--- config.mk ---
export PLATFORM = sky130hd
export DESIGN_NAME = sc_regdeshifter
export DESIGN_NICKNAME = d
export VERILOG_FILES = /design/src/rtl/sc_regdeshifter_pkg.sv /design/src/rtl/sc_regdeshifter_bitcounter.sv /design/src/rtl/sc_regdeshifter.sv
export SDC_FILE = /design/constraint.sdc
export NUM_CORES = 1
export LEC_CHECK = 0
export CAP_MARGIN = 20
export CORE_MARGIN = 3
export CORE_UTILIZATION = 50
export DETAILED_ROUTE_END_ITERATION = 6
export PLACE_DENSITY = 0.79
export SKIP_LAST_GASP = 1
export SYNTH_ARGS = -nofsm -noshare
export SYNTH_HDL_FRONTEND = slang
export SYNTH_SLANG_ARGS = --single-unit
--- constraint.sdc ---
create_clock -name SC_REGSHIFTER_CLOCK_50 -period 1.9 [get_ports SC_REGSHIFTER_CLOCK_50]
set_input_delay 0.57 -clock SC_REGSHIFTER_CLOCK_50 [delete_from_list [all_inputs] [get_ports SC_REGSHIFTER_CLOCK_50]]
set_output_delay 0.57 -clock SC_REGSHIFTER_CLOCK_50 [all_outputs]
set_load 0.02 [all_outputs]
--- src/rtl/sc_regdeshifter_pkg.sv ---
// rtl/sc_regdeshifter_pkg.sv - shared state and direction encodings for the receive deshifter
package sc_regdeshifter_pkg;

  typedef enum logic {
    ST_IDLE    = 1'b0,
    ST_RECEIVE = 1'b1
  } state_e;

  localparam logic MSBFIRST = 1'b0;
  localparam logic LSBFIRST = 1'b1;

endpackage

--- src/rtl/sc_regdeshifter_bitcounter.sv ---
// rtl/sc_regdeshifter_bitcounter.sv - bit counter with sync clear, increment and terminal count
module sc_regdeshifter_bitcounter #(
  parameter int DATAWIDTH = 8,
  parameter int CNTWIDTH  = 4
) (
  input  logic                clk_i,
  input  logic                rst_i,
  input  logic                clear_i,
  input  logic                inc_i,
  output logic [CNTWIDTH-1:0] count_o,
  output logic                tc_o
);

  logic [CNTWIDTH-1:0] count_q;
  logic [CNTWIDTH-1:0] count_d;

  always_comb begin
    count_d = count_q;
    if (clear_i) begin
      count_d = '0;
    end else if (inc_i) begin
      count_d = count_q + CNTWIDTH'(1);
    end
  end

  always_ff @(posedge clk_i or posedge rst_i) begin
    if (rst_i) begin
      count_q <= '0;
    end else begin
      count_q <= count_d;
    end
  end

  assign count_o = count_q;
  assign tc_o    = (count_q == CNTWIDTH'(DATAWIDTH - 1));

endmodule

--- src/rtl/sc_regdeshifter.sv ---
// rtl/sc_regdeshifter.sv - serial-to-parallel receive shifter with held output and ready/ack handshake
module sc_regdeshifter
  import sc_regdeshifter_pkg::*;
#(
  parameter int DATAWIDTH = 8,
  parameter int CNTWIDTH  = 4
) (
  input  logic                 SC_REGSHIFTER_CLOCK_50,
  input  logic                 SC_REGSHIFTER_RESET_InHigh,
  input  logic                 SC_REGDESHIFTER_clear_InLow,
  input  logic                 SC_REGDESHIFTER_enable_InLow,
  input  logic                 SC_REGDESHIFTER_lsbfirst_In,
  input  logic                 SC_REGDESHIFTER_serial_In,
  input  logic                 SC_REGDESHIFTER_bitvalid_In,
  input  logic                 SC_REGDESHIFTER_ack_In,
  output logic [DATAWIDTH-1:0] SC_REGDESHIFTER_data_OutBUS,
  output logic                 SC_REGDESHIFTER_ready_Out,
  output logic                 SC_REGDESHIFTER_busy_Out,
  output logic                 SC_REGDESHIFTER_overrun_Out,
  output logic [CNTWIDTH-1:0]  SC_REGDESHIFTER_bitcount_OutBUS
);

  state_e               state_q;
  logic [DATAWIDTH-1:0] sreg_q;
  logic [DATAWIDTH-1:0] sreg_d;
  logic [DATAWIDTH-1:0] data_q;
  logic                 dir_q;
  logic                 dir_w;
  logic                 ready_q;
  logic                 overrun_q;
  logic                 shift_w;
  logic                 last_w;
  logic                 tc_w;
  logic                 cnt_clear_w;
  logic                 cnt_inc_w;

  assign shift_w = SC_REGDESHIFTER_clear_InLow & ~SC_REGDESHIFTER_enable_InLow
                 & SC_REGDESHIFTER_bitvalid_In;
  assign last_w  = shift_w & (state_q == ST_RECEIVE) & tc_w;

  assign cnt_clear_w = ~SC_REGDESHIFTER_clear_InLow | SC_REGDESHIFTER_enable_InLow | last_w;
  assign cnt_inc_w   = shift_w & ~last_w;

  // The first bit of a word uses the live direction input; later bits use the latched one.
  assign dir_w  = (state_q == ST_IDLE) ? SC_REGDESHIFTER_lsbfirst_In : dir_q;
  assign sreg_d = (dir_w == LSBFIRST) ? {SC_REGDESHIFTER_serial_In, sreg_q[DATAWIDTH-1:1]}
                                      : {sreg_q[DATAWIDTH-2:0], SC_REGDESHIFTER_serial_In};

  sc_regdeshifter_bitcounter #(
    .DATAWIDTH(DATAWIDTH),
    .CNTWIDTH (CNTWIDTH)
  ) u_bitcounter (
    .clk_i  (SC_REGSHIFTER_CLOCK_50),
    .rst_i  (SC_REGSHIFTER_RESET_InHigh),
    .clear_i(cnt_clear_w),
    .inc_i  (cnt_inc_w),
    .count_o(SC_REGDESHIFTER_bitcount_OutBUS),
    .tc_o   (tc_w)
  );

  always_ff @(posedge SC_REGSHIFTER_CLOCK_50 or posedge SC_REGSHIFTER_RESET_InHigh) begin
    if (SC_REGSHIFTER_RESET_InHigh) begin
      state_q   <= ST_IDLE;
      sreg_q    <= '0;
      data_q    <= '0;
      dir_q     <= MSBFIRST;
      ready_q   <= 1'b0;
      overrun_q <= 1'b0;
    end else if (!SC_REGDESHIFTER_clear_InLow) begin
      state_q   <= ST_IDLE;
      sreg_q    <= '0;
      data_q    <= '0;
      dir_q     <= MSBFIRST;
      ready_q   <= 1'b0;
      overrun_q <= 1'b0;
    end else begin
      if (SC_REGDESHIFTER_enable_InLow) begin
        state_q <= ST_IDLE;
      end else if (shift_w) begin
        sreg_q <= sreg_d;
        if (state_q == ST_IDLE) begin
          dir_q   <= SC_REGDESHIFTER_lsbfirst_In;
          state_q <= ST_RECEIVE;
        end else if (last_w) begin
          state_q <= ST_IDLE;
        end
      end
      // A completed word only replaces the held one if it has been or is being consumed.
      if (last_w) begin
        if (!ready_q || SC_REGDESHIFTER_ack_In) begin
          data_q  <= sreg_d;
          ready_q <= 1'b1;
        end else begin
          overrun_q <= 1'b1;
        end
      end else if (SC_REGDESHIFTER_ack_In) begin
        ready_q <= 1'b0;
      end
    end
  end

  assign SC_REGDESHIFTER_data_OutBUS = data_q;
  assign SC_REGDESHIFTER_ready_Out   = ready_q;
  assign SC_REGDESHIFTER_busy_Out    = (state_q == ST_RECEIVE);
  assign SC_REGDESHIFTER_overrun_Out = overrun_q;

endmodule

; After elaboration in Yosys (flattened, before gate mapping)
; Index checks and enable logic that the tools add are counted.
[word_totals]
regBits = 24
output_inout_bits = 15
[classes]
n_addsub = 1
n_eq_ne = 9
mux = 25
bitwise = 10
reduce_logical = 7
[ops]
columns = operator, n
row1 = two-way mux 8 bit, 7
row2 = two-way mux 1 bit, 16
row3 = two-way mux 4 bit, 2
row4 = AND reduction 2 bit, 4
row5 = != test 2 x 1 -> 1 bit (second input constant), 3
row6 = != test 3 x 1 -> 1 bit (second input constant), 2
row7 = bitwise AND 1 bit, 5
row8 = adder 4 x 1 -> 4 bit (second input constant), 1
row9 = equality test 4 x 3 -> 1 bit (second input constant), 1
row10 = != test 2 bit (second input constant), 2
row11 = != test 3 x 2 -> 1 bit (second input constant), 1
row12 = inverter 1 bit, 3
row13 = bitwise OR 1 bit, 2
row14 = nonzero test 2 bit, 1
row15 = logical NOT 1 bit, 1
row16 = logical OR 1 bit, 1

; Longest topological paths before layout
[depth]
ltp_word = 10
mapped_depth = 6

; Hierarchy
; From an unflattened synthesis, not the netlist that was laid out.
[unflattened]
hier_cells = 92
area_unflattened_um2 = 1129.8
[by_module_without_submodules]
columns = module, area_per_inst_um2, cells_each, n_inst, seq_area_each_um2
row1 = sc_regdeshifter, 925.9, 73, 1, 500.5
row2 = sc_regdeshifter_bitcounter, 203.9, 19, 1, 100.1

; Least setup slack after synthesis
; OpenSTA, ideal clock, no wires.
[synth_path]
path_type = register to register
from = register u_bitcounter.count_q[0] (netlist: u_bitcounter.count_o[0])
to = register data_q[0] (netlist: SC_REGDESHIFTER_data_OutBUS[0])
arrival_ns = 1.482
slack_ns = 0.330
path_buffers = 2
stages_incl_launch_ff = 7
synth_period_minus_slack_ns = 1.570
setup_time_ns = 0.088
path_cell_list = dfrtp_1 ha_1 and4b_1 buf_2 and3_1 buf_4 a211oi_2
[synth_between]
elab_chain_len = 4
[synth_lines]
columns = element, line_no
row1 = start: declaration, sc_regdeshifter_bitcounter.sv:14  ; logic [CNTWIDTH-1:0] count_q;
row2 = start signal: assignment, sc_regdeshifter_bitcounter.sv:30  ; count_q <= count_d;
row3 = equality test 4 x 3 -> 1 bit, sc_regdeshifter_bitcounter.sv:35  ; assign tc_o = (count_q == CNTWIDTH'(DATAWIDTH - 1));
row4 = bitwise AND 1 bit, sc_regdeshifter.sv:39  ; assign last_w = shift_w & (state_q == ST_RECEIVE) & tc_w;
row5 = != test 2 x 1 -> 1 bit (no line), --
row6 = AND reduction 2 bit (no line), --
row7 = end signal: assignment, sc_regdeshifter.sv:91  ; data_q <= sreg_d;
row8 = end: declaration, sc_regdeshifter.sv:26  ; logic [DATAWIDTH-1:0] data_q;
; No other way between the ends.
; A chain may end at the register's enable or synchronous reset.

; Final worst setup path
[layout_path]
from = register data_q[7] (netlist: SC_REGDESHIFTER_data_OutBUS[7])
to = output SC_REGDESHIFTER_data_OutBUS[7]
[layout_rtl]
columns = element, line_no
row1 = end: declaration, sc_regdeshifter.sv:16  ; output logic [DATAWIDTH-1:0] SC_REGDESHIFTER_data_OutBUS,
; No word-level cell between the ends.

==> flow_summary.toml <==
[run_status]
outcome = "completed"

[global_routing]
grt_pass1_wl_um = 4250
globalRouteMet2Util_pct = 33.1
grtUsageMet1_pct = 28.5
grt_max_degree = 25
grt_pass1_vias = 889
busiest_layer = "met2"
antenna_found_initial = 0
grtUsageTotal_pct = 20.6
use_met3_pct = 4.09
overflow = 0

[routing]
ant_nets = 0
via_count = 895
drc = 0
first_pass_iters = 4
first_iter_violations = 18
viasPerCell = 5.63
wl_um = 2470
drt-wirelength-per-cell_um = 15.5

[floorplan]
dieHeight_um = 54.3
num_io_pins = 23
core_area_um2 = 2080
start_util_pct = 55.9
die_w_um = 54.3
dieArea_um2 = 2940
fp-row-count = 16

[clock_tree]
root_buffer = "clkbuf_4"
worst_skew_pair.late_latency_ps = 300
htree_levels = 1
numCtsBuffers = 3
cts_hold_buf = 0
cts.path.max_buffers = 2
cts_tree = "yes"
clk_pin_slew_worst_paths_ps = 120
clock_sinks = 24

[sta]
report.final.slew_viol_count = 0
hold_viol_final = 0
holdWs_ps = 545
fmax_mhz = 539
fin_crit_ps = 1860
rsz0062_at_grt = "false"
final.setup_skew_ps = 4.56
finalCritPeriodShare_pct = 97.7
worst_slew_pin_slew_ps = 482
setup_viol = 0
maxSlewHeadroom_pct = 67.9

[worst_setup_path]
cp.arrival_ps = 1290
critical_path_class = "register to primary output"
startpoint_type = "register"
rr_startpoint = "u_bitcounter.count_o[0]"
cpMaxStageDelayCell = "clkdlybuf4s50_1"
endpoint_kind = "primary output"
cp.buffers_inverters = 1
crit_family = "buffers and inverters"
cp_cell_sequence = "clkdlybuf4s50_1"
slowest_delay_ps = 610
path_max_fanout = 2
cp-startpoint = "SC_REGDESHIFTER_data_OutBUS[7]"
crit_required_ps = 1330

[yosys]
synth_seq_cells = 24
synth_cell_types = 25
synthXorXnorAreaFrac_pct = 0.752
synth_adder_area_share_pct = 1.07
syn_inst = 105
synth.top_cell.area_share_pct = 51.6
synthMuxAreaShare_pct = 8.81
synth_compound_area_share_pct = 23.4
synth.net_count = 114
seq_area_frac_synth_pct = 51.6
synth_area_per_cell_um2 = 11.1
synth_area_leaders = "dfrtp_1, a211oi_2, mux2i_1, a31oi_1, a21oi_1"
synthesis.area_um2 = 1160
synth_simple_gate_area_share_pct = 9.13
synth_top_cell_by_area = "dfrtp_1"
yosys_warnings = 0
synth_top_family_by_area = "compound AO/OA/AOI/OAI gates"

[layout]
antennaDiodeCount = 0
fin_util_pct = 72.4
synthToLayoutAreaGrowth_pct = 29.4
layout-drive-gt1-share_pct = 18.2
finalNetCount = 142
mostFrequentLayoutCells = "dfrtp_1, a21oi_1, a31oi_1, clkdlybuf4s50_1, buf_4"
final-instance-count-excl-fill = 159
final_common_cell = "dfrtp_1"

[power]
leakage_uw = 0.000815
p_per_area_nw_per_um2 = 607
sequentialPowerShare_pct = 58.6
peakVddDrop_mv = 0.615
p_int_uw = 696
p_clk_share_pct = 28.4
p_switching_uw = 220
switching_share_pct = 24.0
p_comb_share_pct = 13.0

[hold_path]
hold_path_startpoint = "SC_REGDESHIFTER_overrun_Out"
min_path_type = "register to register"

[job]
cap_violations = 0

[placement]
detailed_place_hpwl_um = 1840
numPortBuffers = 22
dpl.cell_count = 155
gp_congestion = 0.797
## power by group through the flow
| stage | clock network (uW) | logic, uW | registers, uW |
|---|---|---|---|
| after floorplan | 0 | 67.6 | 546 |
| after global placement | 0 | 118 | 546 |
| after detailed placement | 0 | 121 | 546 |
| after CTS | 267 | 120 | 537 |
| after global routing | 289 | 133 | 539 |
| final | 260 | 119 | 537 |
## synth_stat cells
| master | number |
|---|---|
| a211oi_1 | 2 |
| a211oi_2 | 8 |
| a21oi_1 | 11 |
| a31oi_1 | 9 |
| and2b_1 | 1 |
| and3_1 | 1 |
| and4b_1 | 1 |
| buf_2 | 4 |
| buf_4 | 3 |
| clkbuf_1 | 2 |
| dfrtp_1 | 24 |
| ha_1 | 1 |
| inv_1 | 3 |
| mux2i_1 | 8 |
| mux2i_4 | 1 |
| nand2_1 | 3 |
| nand2b_1 | 3 |
| nand4_1 | 1 |
| nor2_1 | 5 |
| nor2b_1 | 2 |
| o21ai_0 | 8 |
| o22ai_1 | 1 |
| or3_1 | 1 |
| or3b_1 | 1 |
| xor2_1 | 1 |
## flip-flops by register name, indices dropped and copies added (netlist names)
name	count
SC_REGDESHIFTER_data_OutBUS	8
sreg_q	8
u_bitcounter.count_o	4
SC_REGDESHIFTER_busy_Out	1
SC_REGDESHIFTER_overrun_Out	1
SC_REGDESHIFTER_ready_Out	1
dir_q	1
## area by class of cell
type | count | area (um2)
Clock buffer | 4 | 36.3
Fill cell | 163 | 574
Inverter | 3 | 11.3
Multi-Input combinational cell | 69 | 504
Sequential cell | 24 | 601
Tap cell | 27 | 33.8
Timing Repair Buffer | 32 | 322
## timing repair
action | 4_1_cts | 5_1_grt
gates resized for setup | 5 | 9
setup endpoints to repair | 5 | 16
hold endpoints to repair | 0 | 0
setup buffers | 0 | 0
## final timing paths
check,end,slack (ps),cells after the start
setup / recovery,SC_REGDESHIFTER_data_OutBUS[7],40,1
min in group asynchronous,sreg_q[4],600,3
hold / removal,SC_REGDESHIFTER_overrun_Out,540,2
hold reg to reg,SC_REGDESHIFTER_overrun_Out,540,2
setup reg to reg,SC_REGDESHIFTER_data_OutBUS[7],210,4
max in group asynchronous,SC_REGDESHIFTER_data_OutBUS[3],1070,3
## kinds of logic (layout without fill, tap and decap cells)
| family | after synthesis | in the layout |
|---|---|---|
| AOI/OAI and AO/OA | 39 | 39 |
| DFF | 24 | 24 |
| and+or+nand+nor | 19 | 19 |
| buffers and inverters | 12 | 39 |
| muxes | 9 | 9 |
| adders and majority gates | 1 | 1 |
| xor gates and xnor gates | 1 | 1 |
## per-layer routing
metal,wire length (um),share of wire (%)
met5,0,0
met3,126,5.1
met2,1180,48
met4,23,0.93
met1,1140,46
## worst reg2reg max path, cell delays in order, from the launching register on
cell,delay (ps)
dfrtp_1,440
ha_1,200
and4b_1,420
and3_2,410
a211oi_2,110
## stage by stage
stage / setup slack [ps] / power (uW) / TNS (ps) / instance area (um2)
after floorplan: 330 / 614 / 0 / 1160
after global placement: -21.2 / 664 / -138 / 1460
after detailed placement: -75.7 / 668 / -569 / 1460
after CTS: 6.19 / 924 / 0 / 1490
after global routing: 0.416 / 961 / 0 / 1510
final: 44.1 / 916 / 0 / 1510
Note: power is estimated with default switching activity, not from simulation.
